**config.mk**
```make
export PLATFORM = sky130hd
export DESIGN_NAME = sha256_compression_mr
export DESIGN_NICKNAME = d
export VERILOG_FILES = /design/src/rtl/sha256_pkg.sv /design/src/rtl/sha256_round.sv /design/src/rtl/sha256_compression_mr.sv
export SDC_FILE = /design/constraint.sdc
export NUM_CORES = 2
export LEC_CHECK = 0
export BUFFER_PORTS_ARGS = -buffer_cell sky130_fd_sc_hd__buf_2
export CORE_MARGIN = 10
export CORE_UTILIZATION = 25
export CTS_CLUSTER_SIZE = 20
export DETAILED_ROUTE_END_ITERATION = 10
export SLEW_MARGIN = 20
export SYNTH_ARGS = -nofsm -noshare
export SYNTH_HDL_FRONTEND = slang
export SYNTH_SLANG_ARGS = --single-unit
```
**constraint.sdc**
```tcl
create_clock -name clk -period 12.7 [get_ports clk]
set_clock_uncertainty 0.15 [all_clocks]
set_input_delay 2.54 -clock clk [delete_from_list [all_inputs] [get_ports clk]]
set_output_delay 2.54 -clock clk [all_outputs]
set_load 0.05 [all_outputs]
```
**src/rtl/sha256_pkg.sv**
```systemverilog
// Shared SHA-256 constants, FSM state type and bitwise helper functions for
// the multi-round compression engine.
package sha256_pkg;

  typedef enum logic [1:0] {LOAD, ROUND, FINAL} state_t;

  localparam logic [255:0] IV_256 = {
    32'h6a09e667, 32'hbb67ae85, 32'h3c6ef372, 32'ha54ff53a,
    32'h510e527f, 32'h9b05688c, 32'h1f83d9ab, 32'h5be0cd19};

  localparam logic [255:0] IV_224 = {
    32'hc1059ed8, 32'h367cd507, 32'h3070dd17, 32'hf70e5939,
    32'hffc00b31, 32'h68581511, 32'h64f98fa7, 32'hbefa4fa4};

  localparam logic [31:0] K [0:63] = '{
    32'h428a2f98, 32'h71374491, 32'hb5c0fbcf, 32'he9b5dba5, 32'h3956c25b, 32'h59f111f1, 32'h923f82a4, 32'hab1c5ed5,
    32'hd807aa98, 32'h12835b01, 32'h243185be, 32'h550c7dc3, 32'h72be5d74, 32'h80deb1fe, 32'h9bdc06a7, 32'hc19bf174,
    32'he49b69c1, 32'hefbe4786, 32'h0fc19dc6, 32'h240ca1cc, 32'h2de92c6f, 32'h4a7484aa, 32'h5cb0a9dc, 32'h76f988da,
    32'h983e5152, 32'ha831c66d, 32'hb00327c8, 32'hbf597fc7, 32'hc6e00bf3, 32'hd5a79147, 32'h06ca6351, 32'h14292967,
    32'h27b70a85, 32'h2e1b2138, 32'h4d2c6dfc, 32'h53380d13, 32'h650a7354, 32'h766a0abb, 32'h81c2c92e, 32'h92722c85,
    32'ha2bfe8a1, 32'ha81a664b, 32'hc24b8b70, 32'hc76c51a3, 32'hd192e819, 32'hd6990624, 32'hf40e3585, 32'h106aa070,
    32'h19a4c116, 32'h1e376c08, 32'h2748774c, 32'h34b0bcb5, 32'h391c0cb3, 32'h4ed8aa4a, 32'h5b9cca4f, 32'h682e6ff3,
    32'h748f82ee, 32'h78a5636f, 32'h84c87814, 32'h8cc70208, 32'h90befffa, 32'ha4506ceb, 32'hbef9a3f7, 32'hc67178f2};

  function automatic logic [31:0] rotr(input logic [31:0] x, input int n);
    return (x >> n) | (x << (32 - n));
  endfunction

  function automatic logic [31:0] bsig0(input logic [31:0] x);
    return rotr(x, 2) ^ rotr(x, 13) ^ rotr(x, 22);
  endfunction

  function automatic logic [31:0] bsig1(input logic [31:0] x);
    return rotr(x, 6) ^ rotr(x, 11) ^ rotr(x, 25);
  endfunction

  function automatic logic [31:0] ssig0(input logic [31:0] x);
    return rotr(x, 7) ^ rotr(x, 18) ^ (x >> 3);
  endfunction

  function automatic logic [31:0] ssig1(input logic [31:0] x);
    return rotr(x, 17) ^ rotr(x, 19) ^ (x >> 10);
  endfunction

  function automatic logic [31:0] ch(input logic [31:0] x, input logic [31:0] y, input logic [31:0] z);
    return (x & y) ^ (~x & z);
  endfunction

  function automatic logic [31:0] maj(input logic [31:0] x, input logic [31:0] y, input logic [31:0] z);
    return (x & y) ^ (x & z) ^ (y & z);
  endfunction

  // Word-wise mod 2^32 addition of two packed eight-word vectors.
  function automatic logic [255:0] digest_add(input logic [255:0] x, input logic [255:0] y);
    logic [255:0] r;
    for (int i = 0; i < 8; i++) r[i*32 +: 32] = x[i*32 +: 32] + y[i*32 +: 32];
    return r;
  endfunction

endpackage

```
**src/rtl/sha256_round.sv**
```systemverilog
// One combinational SHA-256 round; state vectors pack a..h with a in [255:224].
module sha256_round
  import sha256_pkg::*;
(
  input  logic [255:0] state_in,
  input  logic [31:0]  k,
  input  logic [31:0]  w,
  output logic [255:0] state_out
);

  logic [31:0] a, b, c, d, e, f, g, h;
  logic [31:0] t1, t2;

  assign {a, b, c, d, e, f, g, h} = state_in;
  assign t1 = h + bsig1(e) + ch(e, f, g) + k + w;
  assign t2 = bsig0(a) + maj(a, b, c);
  assign state_out = {t1 + t2, a, b, c, d + t1, e, f, g};

endmodule

```
**src/rtl/sha256_compression_mr.sv**
```systemverilog
// SHA-256 compression engine, ROUNDS_PER_CYCLE rounds per clock, 16-word rolling schedule.
// Define SHA256_COMPRESSION_SHA224_EN to add the mode_224 port and SHA-224 output.
module sha256_compression_mr
  import sha256_pkg::*;
#(
  parameter int ROUNDS_PER_CYCLE = 1
) (
  input  logic         clk,
  input  logic         nrst,
  input  logic         en,
  input  logic         sync_rst,
  input  logic [511:0] data_in,
  input  logic         data_in_last,
  input  logic         data_in_valid,
  output logic         data_in_ready,
  output logic [255:0] data_out,
  output logic         data_out_last,
  output logic         data_out_valid,
  input  logic         data_out_ready
`ifdef SHA256_COMPRESSION_SHA224_EN
  ,
  input  logic         mode_224
`endif
);

  localparam int ROUND_CYCLES = 64 / ROUNDS_PER_CYCLE;

  if (!(ROUNDS_PER_CYCLE == 1 || ROUNDS_PER_CYCLE == 2 ||
        ROUNDS_PER_CYCLE == 4 || ROUNDS_PER_CYCLE == 8)) begin : g_bad_param
    $error("ROUNDS_PER_CYCLE must be 1, 2, 4 or 8");
  end

  state_t         state_reg;
  logic [255:0]   h_reg;
  logic [255:0]   work_reg;
  logic [31:0]    w_reg [16];
  logic [5:0]     cnt_reg;
  logic           last_reg;
  logic           first_reg;
  logic [255:0]   work_next;
  logic [255:0]   digest;
  logic [255:0]   out_word;
  logic [255:0]   iv_first;
  logic [255:0]   h_base;
  logic [31:0]    ext [16 + ROUNDS_PER_CYCLE];

  assign data_in_ready = (state_reg == LOAD) && en && !sync_rst;

  // Window extended by the R words this cycle shifts in; later words may
  // depend on earlier new ones, so the whole chain is evaluated in one block.
  always_comb begin
    for (int i = 0; i < 16; i++) ext[i] = w_reg[i];
    for (int j = 0; j < ROUNDS_PER_CYCLE; j++)
      ext[16 + j] = ssig1(ext[14 + j]) + ext[9 + j] + ssig0(ext[1 + j]) + ext[j];
  end

  for (genvar gi = 0; gi < ROUNDS_PER_CYCLE; gi++) begin : g_round
    logic [255:0] st_in;
    logic [255:0] st_out;
    logic [5:0]   k_idx;
    assign k_idx = cnt_reg * 6'(ROUNDS_PER_CYCLE) + 6'(gi);
    if (gi == 0) begin : g_first
      assign st_in = work_reg;
    end else begin : g_chain
      assign st_in = g_round[gi-1].st_out;
    end
    sha256_round u_round (
      .state_in  (st_in),
      .k         (K[k_idx]),
      .w         (ext[gi]),
      .state_out (st_out)
    );
  end

  assign work_next = g_round[ROUNDS_PER_CYCLE-1].st_out;
  assign digest    = digest_add(h_reg, work_reg);
  assign h_base    = first_reg ? iv_first : h_reg;

`ifdef SHA256_COMPRESSION_SHA224_EN
  logic mode_reg;
  assign iv_first = mode_224 ? IV_224 : IV_256;
  assign out_word = mode_reg ? {digest[255:32], 32'h0} : digest;
`else
  assign iv_first = IV_256;
  assign out_word = digest;
`endif

  always_ff @(posedge clk or negedge nrst) begin
    if (!nrst) begin
      state_reg      <= LOAD;
      h_reg          <= IV_256;
      work_reg       <= '0;
      for (int i = 0; i < 16; i++) w_reg[i] <= '0;
      cnt_reg        <= '0;
      last_reg       <= 1'b0;
      first_reg      <= 1'b1;
      data_out       <= '0;
      data_out_valid <= 1'b0;
      data_out_last  <= 1'b0;
`ifdef SHA256_COMPRESSION_SHA224_EN
      mode_reg       <= 1'b0;
`endif
    end else if (sync_rst) begin
      state_reg      <= LOAD;
      h_reg          <= IV_256;
      work_reg       <= '0;
      for (int i = 0; i < 16; i++) w_reg[i] <= '0;
      cnt_reg        <= '0;
      last_reg       <= 1'b0;
      first_reg      <= 1'b1;
      data_out       <= '0;
      data_out_valid <= 1'b0;
      data_out_last  <= 1'b0;
`ifdef SHA256_COMPRESSION_SHA224_EN
      mode_reg       <= 1'b0;
`endif
    end else if (en) begin
      if (data_out_valid && data_out_ready) begin
        data_out_valid <= 1'b0;
        data_out_last  <= 1'b0;
      end
      case (state_reg)
        LOAD: begin
          if (data_in_valid) begin
            for (int i = 0; i < 16; i++) w_reg[i] <= data_in[511 - 32*i -: 32];
            work_reg  <= h_base;
            h_reg     <= h_base;
            last_reg  <= data_in_last;
            first_reg <= data_in_last;
            cnt_reg   <= '0;
            state_reg <= ROUND;
`ifdef SHA256_COMPRESSION_SHA224_EN
            if (first_reg) mode_reg <= mode_224;
`endif
          end
        end
        ROUND: begin
          work_reg <= work_next;
          for (int i = 0; i < 16; i++) w_reg[i] <= ext[i + ROUNDS_PER_CYCLE];
          cnt_reg  <= cnt_reg + 6'd1;
          if (cnt_reg == 6'(ROUND_CYCLES - 1)) state_reg <= FINAL;
        end
        FINAL: begin
          if (!last_reg) begin
            h_reg     <= digest;
            state_reg <= LOAD;
          end else if (!data_out_valid || data_out_ready) begin
            // Overrides the valid clear above when a digest replaces the one leaving.
            data_out       <= out_word;
            data_out_valid <= 1'b1;
            data_out_last  <= 1'b1;
            h_reg          <= IV_256;
            state_reg      <= LOAD;
          end
        end
        default: state_reg <= LOAD;
      endcase
    end
  end

endmodule

```
* Word-level counts from Yosys, hierarchy flattened
Memories as Yosys holds them, arrays and structs flattened.
Index checks and enable logic that the tools add are counted.
** Word-level totals
- Output and inout port bits :: 259
- Memory bits (read-only) :: 2048
- Memories kept :: 1
- Register bits :: 1292
** Memories
- (no name shown) :: depth 64, bits a word 32, read ports 1, clocked after Yosys merged registers in 0, write ports 0, line sha256_compression_mr.sv:69 : .k (K[k_idx]),
** Operators by class
- Equality and inequality tests :: 6
- Order comparisons :: 1
- $add $sub $neg :: 19
- Reduce and logical (&&, ||, !) cells :: 20
- Mux-type cells :: 49
- Bitwise logic cells :: 28
** Operators by type and width (count)
- $mux W256 :: 13
- $mux W512 :: 3
- $pmux W256 S2 :: 2
- $pmux W512 S2 :: 1
- $add A32 B32 Y32 :: 18
- $xor A32 B32 Y32 :: 9
- $and A32 B32 Y32 :: 5
- $mux W32 :: 2
- $not A32 Y32 :: 1
- $or A10 B32 Y32 :: 1
- $or A13 B32 Y32 :: 1
- $or A14 B32 Y32 :: 1
- $or A15 B32 Y32 :: 1
- $or A19 B32 Y32 :: 1
- $or A21 B32 Y32 :: 1
- $or A25 B32 Y32 :: 1
- $or A26 B32 Y32 :: 1
- $or A30 B32 Y32 :: 1
- $or A7 B32 Y32 :: 1
- $xor A32 B22 Y32 :: 1
- $xor A32 B29 Y32 :: 1
- $mux W6 :: 3
- $mux W1 :: 17
- $mux W2 :: 6
- 18 further kinds :: 31

* Longest topological paths before layout
- Word-level depth :: 11
- Depth in mapped cells :: 38
- Depth with buffers taken out :: 37

* Modules after synthesis
From an unflattened synthesis, not the netlist that was laid out.
** Unflattened totals
- Cell total of the unflattened synthesis :: 9910
- Area total of the unflattened synthesis :: 88128.3 um^2
** By module, submodules not included
- sha256_compression_mr :: cells an instance 8631, seq. area each 32502.4 um^2, area each 77312.9 um^2, times used 1
- sha256_round :: cells an instance 1279, seq. area each 0.0 um^2, area each 10815.4 um^2, times used 1

* Worst setup path after synthesis
No wires, ideal clock.
- Kind :: reg-to-reg
- From :: register cnt_reg[2]
- To :: register work_reg[255], in the netlist g_round[0].st_in[255]
- Cell stages (with the launch flop) :: 36
- Data required time :: 12.467 ns
- Arrival time :: 7.613 ns
- Library setup time :: 0.083 ns
- Path slack :: 4.854 ns
- Path buffers :: 2
- Cells stage by stage :: dfrtp_1 > inv_1 > clkbuf_1 > buf_1 > ha_1 > nor2b_1 > a2111oi_0 > nor2_1 > o21ai_0 > fa_1 > inv_1 > ha_1 > a21o_1 > a21oi_1 > o21bai_1 > a2111oi_2 > o21ai_0 > a21o_1 > a211oi_1 > nor2_1 > o21a_1 > nor2_1 > xor2_1 > fa_1 > inv_1 > ha_1 > and4_1 > nand3_1 > o21bai_1 > o32a_1 > a31oi_1 > o41ai_1 > o21bai_1 > a21oi_1 > xnor3_1 > o21ai_0
** On the way
- Longest elaborated chain between the ends :: 10
** Ends and longest elaborated chain
- start, declared :: line sha256_compression_mr.sv:37 : logic [5:0] cnt_reg;
- start signal, assigned :: line sha256_compression_mr.sv:140 : cnt_reg <= cnt_reg + 6'd1;
- $not A6 Y7 (not written as such) :: line sha256_compression_mr.sv:69
- $mem_v2 Z64 W32
- $mux W32 (not written as such) (2 in a row) :: line sha256_compression_mr.sv:69
- $add A32 B32 Y32 (2 in a row) :: line sha256_round.sv:15 : assign t1 = h + bsig1(e) + ch(e, f, g) + k + w;
- $add A32 B32 Y32 :: line sha256_round.sv:17 : assign state_out = {t1 + t2, a, b, c, d + t1, e, f, g};
- $pmux W256 S2 :: line sha256_compression_mr.sv:122 : case (state_reg)
- $mux W256 :: line sha256_compression_mr.sv:117 : end else if (en) begin
- $mux W256 :: line sha256_compression_mr.sv:103 : end else if (sync_rst) begin
- end signal, assigned :: line sha256_compression_mr.sv:126 : work_reg <= h_base;
- end signal, assigned :: line sha256_compression_mr.sv:138 : work_reg <= work_next;
- end, declared :: line sha256_compression_mr.sv:35 : logic [255:0] work_reg;
No other way between the ends. The select of a mux whose other input is x is not followed.
A chain may end at the register's enable or synchronous reset.

* Final worst setup path
- From :: register cnt_reg[1]
- To :: register work_reg[255], in the netlist g_round[0].st_in[255]
Same word-level chain as after synthesis.

==> impl.org <==
** Synth
- For this run, the leading register cell type out of synthesis is sky130_fd_sc_hd__dfrtp_1.
- Async set-or-reset flop fraction in the synthesized netlist :: 100%
- Cell taking the most area after synthesis :: sky130_fd_sc_hd__dfrtp_1
- Yosys printed 0 warnings.
- Largest family of logic cells by synthesized area :: compound AO/OA/AOI/OAI gates
- Leading cell types by total area after synthesis :: sky130_fd_sc_hd__dfrtp_1 (34%), sky130_fd_sc_hd__ha_1 (5.9%), sky130_fd_sc_hd__mux2i_1 (5.5%)
- Cell area after synthesis :: 84400 sq um
- Averaged over all synthesized cells, the footprint is 9.42 sq um.
- Adder-cell area share of the yosys netlist :: 10.6%
- EDFF count, synth :: 0
- Synthesis instantiated 82 different standard cells from the library.
- Counting every net in the synthesized netlist gives 10100.
- Measured against the total synthesized area, the mux share comes to 5.90%.
- In the post-synthesis netlist, the cell with the most instances is sky130_fd_sc_hd__dfrtp_1.
- Synth Area in Simple Gates :: 11.2%
- Commonest cells in the synthesized netlist :: sky130_fd_sc_hd__dfrtp_1 (1155), sky130_fd_sc_hd__nand2_1 (1095), sky130_fd_sc_hd__clkbuf_1 (653)
- Cell count after synthesis :: 8953
- Top-area cell type share of the netlist area :: 34.3%
- Sequential-to-total area share from yosys stat :: 38.5%
- Flops & latches, synth :: 1292
- Xor/xnor cell area share of the yosys netlist :: 6.14%
- The synthesized netlist devotes 22.6% of its cell area to compound gates.

** STA
- Derived from the worst setup path, the maximum achievable clock frequency is 104 MHz.
- The max-slew violation count came to 0.
- Setup violators final :: 0
- Setup total negative slack on the finished layout was measured at 0 ps.
- In the finished design, the share of the clock period the worst path needs comes to 75.5%.
- At the pin with the least slew margin, the transition time is 1280 ps.
- The worst pin sits at a relative slew slack of 13.9%.
- The count of final hold-check violations is 0.
- Setup repair after global routing missed its margin :: false
- Setup ws final :: 3110 ps
- The routed design could run at a clock period as short as 9590 ps.

** Worst setup path
- The largest single stage delay on the critical path is 850 ps.
- The startpoint identified for the worst register-to-register timing path is cnt_reg[1].
- CP Max Fanout :: 18
- The worst setup path is captured at a flip-flop.
- Required time at the worst-slack endpoint :: 13360 ps
- Cell occurring most often along the worst timing path :: sky130_fd_sc_hd__inv_1
- Startpoint Class :: flip-flop
- The largest individual stage delay along the critical path comes from the cell sky130_fd_sc_hd__ha_1.
- Measured in cells, the most critical reg-to-reg path has a length of 33.
- Endpoint arrival time on the critical path :: 10250 ps
- Setup CP Type :: flip-flop to flip-flop
- R2r setup slk :: 3110 ps
- Capturing point of the worst reg2reg path :: g_round[0].st_in[255]

** Power and ir drop
- Net switching is 52.0% of the power.
- Summed over all cells, the static leakage comes to 44.6 nW.
- Power density over cell area :: 341 nW/um^2
- Internal portion of total power :: 16.0 mW
- The clock network is responsible for 14.6% of the overall power.
- Power spent charging and discharging nets :: 17.4 mW
- The share of total power dissipated in sequential elements is 15.4%.
- The share of total power dissipated in combinational logic is 69.9%.
- Largest voltage drop on the vdd net :: 0.797 mV

** Detailed routing
- Number of vias in the routed layout :: 72200
- The final layout contains routed wiring with a total length of 371000 um.
- 1st-iter DRT viols :: 8207
- Final routed DRC violation total :: 0
- Routed len/inst :: 26.5 um
- Remaining antenna violation count :: 0
- The first detailed-routing pass took 9 iterations.
- Avg Vias per Cell :: 5.16

** Global routing
- The initial antenna violation count came to 104.
- Pin count of the biggest net entering global routing :: 233
- First-pass GRT wire length :: 526000 um
- GRT Overall Usage :: 19.5%
- Global routing finished with a remaining overflow of 0.
- The number of global-route vias before repair came to 69700.

** Layout
- With fillers left out, the area of the finished cells amounts to 98000 sq um.
- For this run, the post-layout net count is 10400.
- Post-route core utilization :: 29.1%
- In the final layout, the share of cells above drive strength 1 is 14.2%.
- The area growth from synthesis to layout is 16.1%.
- Count of placed standard cells in the final layout, fillers left out :: 14000
- Largest register FFs :: 512

** Floorplan
- Area enclosed by the die boundary :: 361000 sq um
- Once the floorplan was initialized, standard cells occupied 25.1% of the core.
- Count of pins on the block boundary :: 778
- The floorplan step set the die width to 601 um.
- Number of core rows :: 213
- In this run the vertical extent of the chip is 601 um.
- Core area :: 336000 sq um

** Clock network
- The later pin in the worst-skew pair is clocked with a latency of 920 ps.
- Buffers inserted during clock tree synthesis total 164.
- Post-CTS setup-driven buffer insertion count :: 0
- Post-cts repair resize count :: 0
- H-tree levels :: 4
- Post-CTS Hold Fix Bufs :: 0
- TritonCTS built the clock tree.
- In this run the clock root is driven by a sky130_fd_sc_hd__clkbuf_16.
- Clock transition at the register clock pins on the worst setup and hold paths after CTS :: 70 ps
- Counting along the longest clock path gives a buffer depth of 4.
- Sinks on Clock Net :: 1292

** Placed design
- OpenSTA, run right after detailed placement, puts the worst setup slack at 3180 ps.
- Placer congestion estimate :: 0.943
- In this run, placement finished with an instance count of 13600.
- In this run the tool buffered the top-level ports with 777 buffer cells.
- Detailed placement ended at an HPWL of 284000 um.
- Placement Cell Area :: 92300 sq um

** Worst hold path
- Endpoint of the worst hold-timing path :: data_out[231]
- Worst min-delay path startpoint :: data_out[231]
- Along the worst hold path, the cell count comes to 2.
- Worst hold-check path type :: flip-flop to flip-flop

** Job
- Max-cap violations in this run came to 0.

** Status
- Outcome :: finished, final reports clean
worst max-delay path by stage:
stage | start | to | slack [ps] | cells after the start
floorplan | cnt_reg[2] | g_round[0].st_in[255] | 4850 | 35
global placement | cnt_reg[1] | g_round[0].st_in[255] | 3140 | 33
detailed placement | cnt_reg[1] | g_round[0].st_in[255] | 3180 | 33
CTS | cnt_reg[1] | g_round[0].st_in[255] | 3170 | 33
global route | cnt_reg[1] | g_round[0].st_in[255] | 2350 | 37
finish | cnt_reg[1] | g_round[0].st_in[255] | 3110 | 33
metrics by stage:
stage,hold slack (ps),power (mW)
after floorplan,298,20.8
after global placement,308,28.1
after detailed placement,315,28.0
after CTS,328,33.1
after global routing,340,35.9
final,323,33.5
power groups by stage:
stage	combinational, mW	sequential (mW)	clock, mW
6_report	23.4	5.16	4.90
4_1_cts	23.0	5.14	4.99
3_3_place_gp	22.9	5.20	0
2_1_floorplan	16.0	4.74	0
3_5_place_dp	22.8	5.21	0
5_1_grt	25.5	5.18	5.15
cell type report:
cell class | count | area (sq um)
antenna | 45 | 113
timing repair buffer | 875 | 4840
clock inverter | 58 | 766
tap | 4515 | 5650
fill | 35700 | 238000
inverter | 453 | 1700
multi-input combinational | 6509 | 47700
sequential | 1292 | 32500
clock buffer | 238 | 4740
kinds of logic (layout without fill, tap and decap cells):
| group | Yosys count | in the layout |
|---|---|---|
| AO/OA/AOI/OAI | 2730 | 2730 |
| XOR/XNOR | 588 | 588 |
| adder cells (fa/ha/maj) | 596 | 596 |
| buffers and inverters | 1152 | 1624 |
| flip-flops | 1292 | 1292 |
| multiplexers | 488 | 488 |
| other | 0 | 45 |
| AND/OR/NAND/NOR | 2107 | 2107 |
cell usage in the layout (no fill, tap or decap), types with 56 or more instances in the layout:
master,synthesis,layout
sky130_fd_sc_hd__dfrtp_1,1155,1152
sky130_fd_sc_hd__nand2_1,1095,1094
sky130_fd_sc_hd__buf_2,1,775
sky130_fd_sc_hd__o31ai_1,542,542
sky130_fd_sc_hd__a21oi_1,509,509
sky130_fd_sc_hd__mux2i_1,467,467
sky130_fd_sc_hd__inv_1,453,451
sky130_fd_sc_hd__o21ai_0,417,417
sky130_fd_sc_hd__ha_1,399,399
sky130_fd_sc_hd__xnor2_1,371,371
sky130_fd_sc_hd__a22o_1,365,365
sky130_fd_sc_hd__nor2_1,365,358
sky130_fd_sc_hd__xor2_1,215,215
sky130_fd_sc_hd__a21o_1,212,212
sky130_fd_sc_hd__fa_1,195,195
sky130_fd_sc_hd__nor3_1,179,177
sky130_fd_sc_hd__clkbuf_16,0,168
sky130_fd_sc_hd__dfstp_2,137,136
sky130_fd_sc_hd__o41ai_1,119,119
sky130_fd_sc_hd__o22a_1,101,101
sky130_fd_sc_hd__nor3b_1,101,101
sky130_fd_sc_hd__buf_4,0,83
sky130_fd_sc_hd__nand2b_1,82,82
sky130_fd_sc_hd__nand3_1,66,66
sky130_fd_sc_hd__o21bai_1,62,62
sky130_fd_sc_hd__a31oi_1,57,56
worst max-delay path, delay by kind of cell (launching register included):
kind | cells | cell delay [ps]
AO/OA/AOI/OAI | 16 | 4070
XOR/XNOR | 2 | 460
adder cells (fa/ha/maj) | 5 | 2650
buffers and inverters | 5 | 970
flip-flops | 1 | 320
AND/OR/NAND/NOR | 5 | 890
layer usage:
layer	track usage [%]	wire length (um)	part of all wire, %	up-vias
li1	-	-	-	32900
met1	27.2	164000	44	35800
met2	29.6	162000	44	2914
met3	3.71	27200	7.3	559
met4	8.23	17900	4.8	8
met5	0	52	0.014	-
Note: power is estimated with default switching activity, not from simulation.
